===== config.mk =====
export PLATFORM = sky130hd
export DESIGN_NAME = ex_div_unit_flat
export DESIGN_NICKNAME = d
export VERILOG_FILES = /design/src/rtl/ex_div_unit_if.sv /design/src/rtl/ex_div_unit.sv /design/src/flat_wrapper.sv
export SDC_FILE = /design/constraint.sdc
export NUM_CORES = 1
export LEC_CHECK = 0
export CORE_ASPECT_RATIO = 1.5
export CORE_MARGIN = 2
export CORE_UTILIZATION = 62
export CTS_CLUSTER_SIZE = 24
export DETAILED_ROUTE_END_ITERATION = 10
export PLACE_DENSITY = 0.88
export SLEW_MARGIN = 10
export SYNTH_ARGS = -nofsm -noshare
export SYNTH_HDL_FRONTEND = slang
export SYNTH_SLANG_ARGS = --single-unit

===== constraint.sdc =====
create_clock -name clk -period 12.9 [get_ports clk]
set_input_delay 1.29 -clock clk [delete_from_list [all_inputs] [get_ports clk]]
set_output_delay 1.29 -clock clk [all_outputs]
set_load 0.02 [all_outputs]

===== src/rtl/ex_div_unit_if.sv =====
// ex_div_unit_if
//   Bundles the ID/EX-side request and the EX/MEM-side result of the
//   iterative divider into one interface.
//   Request (pipeline -> divider): start_i, op_i, rs1_i, rs2_i, rd_i, pc_i, flush_i
//   Result  (divider -> pipeline): stall_o, done_o, result_o, rd_o, pc_o
//   Debug   (divider -> observer): state_o, current FSM state encoding
//
// Handshake: start_i acts as "valid" and ~stall_o acts as "ready". A request
// is accepted on the rising edge where start_i=1, flush_i=0 and the divider is
// idle. The requester must hold op_i/rs1_i/rs2_i/rd_i/pc_i steady while
// stall_o=1. The result is presented for exactly one cycle with done_o=1 and
// has no back-pressure; result_o/rd_o/pc_o then hold until the next result.
interface ex_div_unit_if #(
    parameter int XLEN = 32
);
    logic            start_i;
    logic [1:0]      op_i;
    logic [XLEN-1:0] rs1_i;
    logic [XLEN-1:0] rs2_i;
    logic [4:0]      rd_i;
    logic [31:0]     pc_i;
    logic            flush_i;
    logic            stall_o;
    logic            done_o;
    logic [XLEN-1:0] result_o;
    logic [4:0]      rd_o;
    logic [31:0]     pc_o;
    logic [1:0]      state_o;

    modport master (
        output start_i, op_i, rs1_i, rs2_i, rd_i, pc_i, flush_i,
        input  stall_o, done_o, result_o, rd_o, pc_o, state_o
    );

    modport slave (
        input  start_i, op_i, rs1_i, rs2_i, rd_i, pc_i, flush_i,
        output stall_o, done_o, result_o, rd_o, pc_o, state_o
    );
endinterface


===== src/rtl/ex_div_unit.sv =====
// ex_div_unit
//   Iterative RV32M divider for the EX stage (DIV, DIVU, REM, REMU) using
//   radix-2 restoring division, one quotient bit per cycle. It stalls the
//   pipeline while iterating and hands one result to EX/MEM with done_o.
// Ports
//   clk  : clock, rising edge
//   rst  : asynchronous active-high reset
//   bus  : ex_div_unit_if.slave, request/result bundle plus debug state
module ex_div_unit #(
    parameter int XLEN  = 32,
    parameter int CNT_W = 6
) (
    input  logic          clk,
    input  logic          rst,
    ex_div_unit_if.slave  bus
);
    typedef enum logic [1:0] {
        IDLE = 2'd0,
        CALC = 2'd1,
        DONE = 2'd2
    } state_t;

    localparam logic [XLEN-1:0] ONE     = XLEN'(1);
    localparam logic [XLEN-1:0] INT_MIN = {1'b1, {(XLEN-1){1'b0}}};

    state_t           state;
    logic [CNT_W-1:0] cnt;
    logic [XLEN-1:0]  quo_q;
    logic [XLEN-1:0]  rem_q;
    logic [XLEN-1:0]  dvs_q;
    logic             rem_op_q;
    logic             neg_quo_q;
    logic             neg_rem_q;
    logic [4:0]       rd_q;
    logic [31:0]      pc_q;
    logic             done_q;
    logic [XLEN-1:0]  result_q;
    logic [4:0]       rd_out_q;
    logic [31:0]      pc_out_q;

    // Operand decode in IDLE: op_i[0]=1 means unsigned, op_i[1]=1 means remainder.
    logic            is_signed;
    logic            is_rem;
    logic            rs1_neg;
    logic            rs2_neg;
    logic [XLEN-1:0] rs1_abs;
    logic [XLEN-1:0] rs2_abs;
    logic            div_zero;
    logic            overflow;
    logic [XLEN-1:0] special_res;

    assign is_signed   = ~bus.op_i[0];
    assign is_rem      = bus.op_i[1];
    assign rs1_neg     = is_signed & bus.rs1_i[XLEN-1];
    assign rs2_neg     = is_signed & bus.rs2_i[XLEN-1];
    assign rs1_abs     = rs1_neg ? (~bus.rs1_i + ONE) : bus.rs1_i;
    assign rs2_abs     = rs2_neg ? (~bus.rs2_i + ONE) : bus.rs2_i;
    assign div_zero    = (bus.rs2_i == '0);
    assign overflow    = is_signed & (bus.rs1_i == INT_MIN) & (bus.rs2_i == '1);
    // Division by zero wins over overflow; remainder of x/0 is the raw dividend.
    assign special_res = div_zero ? (is_rem ? bus.rs1_i : '1)
                                  : (is_rem ? '0 : INT_MIN);

    // One restoring step. The partial remainder is shifted with the next
    // dividend bit and compared on XLEN+1 bits so a borrow shows as bit XLEN.
    logic [XLEN:0]   rem_sh;
    logic [XLEN:0]   diff;
    logic [XLEN-1:0] quo_n;
    logic [XLEN-1:0] rem_n;
    logic [XLEN-1:0] quo_fix;
    logic [XLEN-1:0] rem_fix;
    logic [XLEN-1:0] final_res;

    assign rem_sh    = {rem_q, quo_q[XLEN-1]};
    assign diff      = rem_sh - {1'b0, dvs_q};
    assign quo_n     = {quo_q[XLEN-2:0], ~diff[XLEN]};
    assign rem_n     = diff[XLEN] ? rem_sh[XLEN-1:0] : diff[XLEN-1:0];
    assign quo_fix   = neg_quo_q ? (~quo_n + ONE) : quo_n;
    assign rem_fix   = neg_rem_q ? (~rem_n + ONE) : rem_n;
    assign final_res = rem_op_q ? rem_fix : quo_fix;

    // Stall in the accept cycle too, so ID/EX keeps the op for the next cycles.
    assign bus.stall_o  = ((state == IDLE) & bus.start_i & ~bus.flush_i) | (state == CALC);
    // A kill arriving in the DONE cycle must not let the result be written.
    assign bus.done_o   = done_q & ~bus.flush_i;
    assign bus.result_o = result_q;
    assign bus.rd_o     = rd_out_q;
    assign bus.pc_o     = pc_out_q;
    assign bus.state_o  = state;

    always_ff @(posedge clk or posedge rst) begin
        if (rst) begin
            state     <= IDLE;
            cnt       <= '0;
            quo_q     <= '0;
            rem_q     <= '0;
            dvs_q     <= '0;
            rem_op_q  <= 1'b0;
            neg_quo_q <= 1'b0;
            neg_rem_q <= 1'b0;
            rd_q      <= '0;
            pc_q      <= '0;
            done_q    <= 1'b0;
            result_q  <= '0;
            rd_out_q  <= '0;
            pc_out_q  <= '0;
        end else begin
            done_q <= 1'b0;
            case (state)
                IDLE: begin
                    if (bus.start_i && !bus.flush_i) begin
                        rem_op_q  <= is_rem;
                        neg_quo_q <= rs1_neg ^ rs2_neg;
                        neg_rem_q <= rs1_neg;
                        rd_q      <= bus.rd_i;
                        pc_q      <= bus.pc_i;
                        quo_q     <= rs1_abs;
                        dvs_q     <= rs2_abs;
                        rem_q     <= '0;
                        if (div_zero || overflow) begin
                            done_q   <= 1'b1;
                            result_q <= special_res;
                            rd_out_q <= bus.rd_i;
                            pc_out_q <= bus.pc_i;
                            state    <= DONE;
                        end else begin
                            cnt   <= CNT_W'(XLEN);
                            state <= CALC;
                        end
                    end
                end
                CALC: begin
                    if (bus.flush_i) begin
                        cnt   <= '0;
                        state <= IDLE;
                    end else begin
                        quo_q <= quo_n;
                        rem_q <= rem_n;
                        cnt   <= cnt - CNT_W'(1);
                        if (cnt == CNT_W'(1)) begin
                            done_q   <= 1'b1;
                            result_q <= final_res;
                            rd_out_q <= rd_q;
                            pc_out_q <= pc_q;
                            state    <= DONE;
                        end
                    end
                end
                DONE: begin
                    // A start seen here belongs to the completing op; ignore it.
                    state <= IDLE;
                end
                default: state <= IDLE;
            endcase
        end
    end
endmodule


===== src/flat_wrapper.sv =====
// flat-port wrapper written by rule: the top's interface ports become plain ports
module ex_div_unit_flat 
#(
    parameter int XLEN  = 32,
    parameter int CNT_W = 6
)
  (clk, rst, bus_start_i, bus_op_i, bus_rs1_i, bus_rs2_i, bus_rd_i, bus_pc_i, bus_flush_i, bus_stall_o, bus_done_o, bus_result_o, bus_rd_o, bus_pc_o, bus_state_o);
  ex_div_unit_if #(.XLEN(XLEN)) bus_i ();
  input  logic clk;
  input  logic rst;
  input wire logic [$bits(bus_i.start_i)-1:0] bus_start_i;
  input wire logic [$bits(bus_i.op_i)-1:0] bus_op_i;
  input wire logic [$bits(bus_i.rs1_i)-1:0] bus_rs1_i;
  input wire logic [$bits(bus_i.rs2_i)-1:0] bus_rs2_i;
  input wire logic [$bits(bus_i.rd_i)-1:0] bus_rd_i;
  input wire logic [$bits(bus_i.pc_i)-1:0] bus_pc_i;
  input wire logic [$bits(bus_i.flush_i)-1:0] bus_flush_i;
  output wire logic [$bits(bus_i.stall_o)-1:0] bus_stall_o;
  output wire logic [$bits(bus_i.done_o)-1:0] bus_done_o;
  output wire logic [$bits(bus_i.result_o)-1:0] bus_result_o;
  output wire logic [$bits(bus_i.rd_o)-1:0] bus_rd_o;
  output wire logic [$bits(bus_i.pc_o)-1:0] bus_pc_o;
  output wire logic [$bits(bus_i.state_o)-1:0] bus_state_o;
  assign bus_i.start_i = bus_start_i;
  assign bus_i.op_i = bus_op_i;
  assign bus_i.rs1_i = bus_rs1_i;
  assign bus_i.rs2_i = bus_rs2_i;
  assign bus_i.rd_i = bus_rd_i;
  assign bus_i.pc_i = bus_pc_i;
  assign bus_i.flush_i = bus_flush_i;
  assign bus_stall_o = bus_i.stall_o;
  assign bus_done_o = bus_i.done_o;
  assign bus_result_o = bus_i.result_o;
  assign bus_rd_o = bus_i.rd_o;
  assign bus_pc_o = bus_i.pc_o;
  assign bus_state_o = bus_i.state_o;
  ex_div_unit #(.XLEN(XLEN), .CNT_W(CNT_W)) u_core (.clk(clk), .rst(rst), .bus(bus_i));
endmodule

Yosys cells after proc, flatten, opt, wreduce, memory -nomap -nowiden
Index checks and enable logic that the tools add are counted.
{"block": "totals", "register_bits": 214, "inputBits": 107}
{"block": "classes", "add_sub_neg": 6, "eq_ne": 10, "n_mux": 44, "bitwise": 16, "n_reduce_logical": 11}
{"cell": "$mux 32", "n": 21}
{"cell": "$pmux 32 s2", "n": 4}
{"cell": "$add 32x1->32 const B", "n": 4}
{"cell": "$not 32->32", "n": 4}
{"cell": "$eq 32x32->1 const B", "n": 2}
{"cell": "$sub 33x32->33", "n": 1}
{"cell": "$logic_not 32->1", "n": 1}
{"cell": "$mux 5", "n": 4}
{"cell": "$mux 6", "n": 3}
{"cell": "$pmux 6 s2", "n": 1}
{"cell": "$ne 2x2->1 const B", "n": 5}
{"cell": "$pmux 5 s2", "n": 1}
{"cell": "$mux 2", "n": 4}
{"cell": "$and 1x1->1", "n": 7}
{"cell": "$eq 6x1->1 const B", "n": 1}
{"cell": "$reduce_and 3->1", "n": 2}
{"cell": "$sub 6x1->6 const B", "n": 1}
{"cell": "$reduce_and 5->1", "n": 1}
{"cell": "$mux 1", "n": 4}
{"cell": "$pmux 2 s2", "n": 1}
{"cell": "$reduce_and 2->1", "n": 2}
{"cell": "$ne 3x3->1 const B", "n": 1}
{"cell": "$not 1->1", "n": 3}
{"cell": "$eq 2x1->1 const B", "n": 1}
{"cell": "other kinds (8)", "n": 8}

Logic depth before layout (Yosys ltp)
{"block": "logic_depth", "ltp_word": 9, "mapped_depth": 23, "ltp_nobuf": 21}

Worst setup path before layout
OpenSTA, ideal clock, no wires.
{"block": "synth_timing", "kind": "register to register", "start": "register u_core.quo_q[31]", "end": "register u_core.result_q[28], in the netlist u_core.bus.result_o[28]", "arrival_ns": 4.704, "slack_ns": 8.070, "path_stages_with_launch": 22, "n_path_buf": 2, "synth_period_minus_slack_ns": 4.830, "path_cell_list": "dfrtp_1 -> inv_1 -> ha_1 -> fa_1 -> nor2b_1 -> o221a_2 -> o21ai_2 -> o31ai_4 -> a41oi_2 -> xnor2_2 -> inv_2 -> buf_2 -> clkbuf_1 -> a21oi_1 -> ha_1 -> nor4bb_1 -> mux2_2 -> o211ai_2 -> nor4b_4 -> mux2i_1 -> a21oi_1 -> a221o_1"}
{"block": "synth_between", "elab_chain_cells": 9}
{"element": "from (decl)", "line": "ex_div_unit.sv:28", "text": "logic [XLEN-1:0] quo_q;"}
{"element": "from (signal assigned)", "line": "ex_div_unit.sv:117", "text": "quo_q <= rs1_abs;"}
{"element": "from (signal assigned)", "line": "ex_div_unit.sv:137", "text": "quo_q <= quo_n;"}
{"element": "$sub 33x32->33", "line": "ex_div_unit.sv:75", "text": "assign diff = rem_sh - {1'b0, dvs_q};"}
{"element": "$mux 32 or $not 1->1 (tied branches)", "line": "ex_div_unit.sv:77, ex_div_unit.sv:76"}
{"element": "$not 32->32 (on tied branches)", "line": "ex_div_unit.sv:79, ex_div_unit.sv:78"}
{"element": "$add 32x1->32 (on tied branches)", "line": "ex_div_unit.sv:79, ex_div_unit.sv:78"}
{"element": "$mux 32 (on tied branches)", "line": "ex_div_unit.sv:79, ex_div_unit.sv:78"}
{"element": "$mux 32 (*)", "line": "ex_div_unit.sv:80", "text": "assign final_res = rem_op_q ? rem_fix : quo_fix;"}
{"element": "$mux 32 (*)", "line": "ex_div_unit.sv:140", "text": "if (cnt == CNT_W'(1)) begin"}
{"element": "$mux 32 (*)", "line": "ex_div_unit.sv:133", "text": "if (bus.flush_i) begin"}
{"element": "$pmux 32 s2 (*)", "line": "ex_div_unit.sv:109", "text": "case (state)"}
{"element": "to (signal assigned)", "line": "ex_div_unit.sv:122", "text": "result_q <= special_res;"}
{"element": "to (signal assigned)", "line": "ex_div_unit.sv:142", "text": "result_q <= final_res;"}
{"element": "to (decl)", "line": "ex_div_unit.sv:37", "text": "logic [XLEN-1:0] result_q;"}
Mark *: on every way between the ends. The rest lies on a longest branch, timed or not. The select of a mux whose other input is x is not followed.
A chain may end at the register's enable or synchronous reset.

Final worst setup path
{"block": "layout_timing", "start": "register u_core.dvs_q[0]", "end": "register u_core.result_q[28], in the netlist u_core.bus.result_o[28]"}
{"block": "layout_between", "elab_chain_cells": 9}
{"element": "from (decl)", "line": "ex_div_unit.sv:30", "text": "logic [XLEN-1:0] dvs_q;"}
{"element": "from (signal assigned)", "line": "ex_div_unit.sv:118", "text": "dvs_q <= rs2_abs;"}
{"element": "$sub 33x32->33 (*)", "line": "ex_div_unit.sv:75"}
{"element": "$mux 32 or $not 1->1 (tied branches)", "line": "ex_div_unit.sv:77, ex_div_unit.sv:76"}
{"element": "$not 32->32 (on tied branches)", "line": "ex_div_unit.sv:79, ex_div_unit.sv:78"}
{"element": "$add 32x1->32 (on tied branches)", "line": "ex_div_unit.sv:79, ex_div_unit.sv:78"}
{"element": "$mux 32 (on tied branches)", "line": "ex_div_unit.sv:79, ex_div_unit.sv:78"}
{"element": "$mux 32 (*)", "line": "ex_div_unit.sv:80"}
{"element": "$mux 32 (*)", "line": "ex_div_unit.sv:140"}
{"element": "$mux 32 (*)", "line": "ex_div_unit.sv:133"}
{"element": "$pmux 32 s2 (*)", "line": "ex_div_unit.sv:109"}
Marks and branches as above.

==> impl_metrics.tcl <==
set metrics [dict create \
    drtPass1Iterations 9 \
    hold_class "register to register" \
    slew_viol_final 0 \
    synth_cell_types 91 \
    drive_gt1_share_pct 4.92 \
    ys_seq_area_share_pct 36.3 \
    syn2layout_area_growth_pct 18.3 \
    path_clk_slew_ps 60 \
    outcome "finished, final reports clean" \
    finalSetupTns_ps 0 \
    worstSetupEndpointType "register" \
    clk_path_buf_depth 3 \
    start_util_pct 62.6 \
    globalRouteTotalUtil_pct 35.6 \
    placed_cell_area_um2 16700 \
    core_area_um2 23600 \
    cts_buffers 23 \
    cts-hold-fix-buffers 0 \
    p_leak_uw 0.00746 \
    hpwl_um 31900 \
    timing.final.crit_share_pct 46.3 \
    setup_slack_ps 6930 \
    gp_congestion 0.946 \
    vdd_drop_max_mv 0.150 \
    cp.required_ps 13290 \
    worstPathArrival_ps 6360 \
    ys_ff_latch 214 \
    die-area_um2 25100 \
    yosysWarnings 0 \
    syn-cell-area_um2 14800 \
    avgSynthCellArea_um2 8.07 \
    portBuffers 179 \
    route.detailed.drc 0 \
    cp_max_fo 54 \
    maxCapViolations 0 \
    hp-start "u_core.rd_q[1]" \
    ys.flop_type "dfrtp_1" \
    crit-reg2reg-launch "u_core.dvs_q[0]" \
    diodes 0 \
    vias 14200 \
    grt_max_degree 133 \
    synth_cells 1828 \
    grt-ovfl-total 0 \
    post_drt_wl_per_cell_um 19.6 \
    maxSlewHeadroom_pct 19.7 \
    setup_viol_count_final 0 \
    crit_start "u_core.dvs_q[0]" \
    post_cts_buffers 0 \
    dp_slack_ps 7040 \
    clock_skew_ps 7.77 \
    grt_pass1_wl_um 71000 \
    dieWidth_um 130 \
    synth-edff-count 0 \
    total_power_uw 4150 \
    cts-root-buf "clkbuf_16" \
    cts.htree.levels 1 \
    cts_resized 0 \
    totalWireLength_um 44600 \
    fmax_ghz 0.168 \
    num-nets-final 2085 \
    grt_pass1_vias 13900 \
    cp-start-kind "register" \
    syn-num-nets 1975 \
    final_area_um2 17500 \
    dieHeight_um 193 \
    ios 180 \
    hold_violations 0 \
    num_rows 69 \
    min_period_ps 5970 \
    whs_ps 478 \
    critical_path_class "register to register" \
    ant_nets 0 \
    viasPerCell 6.27 \
    antenna_found_initial 1 \
    rsz0062_at_grt "no" \
    dr.first_iter.drc_count 1162 \
    clk_latency_ps 510 \
    async_flop_share_pct 100 \
    powerDensity_nw_per_um2 238 \
    cts.sink_count 214 \
    worst_slew_pin_slew_ps 1200 \
    cts_tree "built" \
]
[worst max-delay path, cell delays in order (launching register included)]
cell	delay [ps]
dfrtp_1	400
ha_1	230
fa_1	420
nor2b_1	250
o221a_2	280
o21ai_2	90
o31ai_4	280
a41oi_2	230
xnor2_4	170
buf_4	580
inv_2	480
a21oi_1	380
ha_1	270
nor4bb_1	310
mux2_2	270
o211ai_2	150
nor4b_4	370
mux2i_1	230
a21oi_1	80
a221o_1	330
[state kept, by name, summed over array words and instances, names as in the netlist]
register             flops
u_core.bus.pc_o         32
u_core.bus.rd_o          5
u_core.bus.result_o     32
u_core.bus.state_o       2
u_core.cnt               6
u_core.done_q            1
u_core.dvs_q            32
u_core.neg_quo_q         1
u_core.neg_rem_q         1
u_core.pc_q             32
u_core.quo_q            32
u_core.rd_q              5
u_core.rem_op_q          1
u_core.rem_q            32
[kinds of logic (layout without fill, tap and decap cells)]
group           count (synthesis)  count (layout)  synth area share [%]
simple gates                  649             649                  20.0
flops                         214             214                  36.3
xor+xnor                      132             132                  7.89
fa+ha+maj                      40              40                  3.44
buf+inv                       170             293                  4.53
compound gates                548             548                  22.7
mux                            75              75                  5.15
[synth_stat cells, types with 14 or more instances]
cell      count  area [um^2]
nand2_1     358         1340
o21ai_0     222         1110
dfrtp_1     214         5360
a21oi_1     113          566
nor2_1      108          405
clkbuf_1     91          342
mux2i_1      68          681
xor2_1       68          596
xnor2_1      63          552
inv_1        58          218
ha_1         39          488
o31ai_1      30          225
nor3_1       29          145
nand3_1      21          105
o21ai_1      21          105
or3_1        19          119
nand2b_1     18          113
a31oi_1      17          106
a21o_1       16          120
nor4_1       16          100
o21a_1       15          113
o41ai_1      15          131
nand4_1      14         87.6
[path summary, 6_finish.rpt]
kind	endpoint	slack, ps	cells after the start
setup / recovery	u_core.bus.result_o[28]	6930	19
hold / removal	u_core.rd_q[1]	480	2
setup reg to reg	u_core.bus.result_o[28]	6930	19
hold reg to reg	u_core.rd_q[1]	480	2
max in group asynchronous	u_core.quo_q[31]	9810	3
min in group asynchronous	u_core.dvs_q[8]	1370	2
[where the power goes]
part | total (uW) | switching (uW) | leakage, uW | internal [uW]
clock network | 696 | 275 | 0.000386 | 421
registers | 1130 | 227 | 0.00274 | 908
logic | 2320 | 1390 | 0.00434 | 928
total | 4150 | 1890 | 0.00746 | 2260
[through the flow]
stage               instances  utilization (%)
floorplan                1828                -
global placement         2232             70.7
detailed placement       2232             70.7
CTS                      2270             74.0
global route             2270             74.0
finish                   2270             74.0
[cells in the final DEF, fill, tap and decap left out, types with 12 or more instances in the layout]
cell type	netlist	final
nor4_1	16	15
or3_1	19	18
mux2i_1	68	68
a211oi_1	12	12
buf_4	1	14
inv_1	58	57
o21ai_0	222	222
o41ai_1	15	15
nor2_1	108	107
clkdlybuf4s50_1	0	179
a21o_1	16	16
clkbuf_16	0	23
o211ai_1	12	12
o21a_1	15	15
ha_1	39	39
a31oi_1	17	17
xnor2_1	63	63
a21oi_1	113	113
xor2_1	68	68
dfrtp_1	214	214
nand3_1	21	21
nand2_1	358	358
nand2b_1	18	18
nor3_1	29	28
o31ai_1	30	30
o21ai_1	21	21
nand4_1	14	14
[layout make-up]
| type | count | area (um^2) |
|---|---|---|
| Inverter | 62 | 240 |
| Clock inverter | 11 | 158 |
| Tap cell | 319 | 399 |
| Timing Repair Buffer | 193 | 1900 |
| Multi-Input combinational cell | 1444 | 8780 |
| Fill cell | 1758 | 6120 |
| Sequential cell | 214 | 5360 |
| Clock buffer | 27 | 621 |
[routing by layer]
| metal | share of wire [%] | vias to the layer above | track usage [%] |
|---|---|---|---|
| li1 | - | 6664 | - |
| met4 | 6.4 | 2 | 19.8 |
| met1 | 38 | 6750 | 41.6 |
| met5 | 0.034 | - | 0 |
| met2 | 49 | 627 | 62.5 |
| met3 | 6.4 | 195 | 5.05 |
Note: power is estimated with default switching activity, not from simulation.
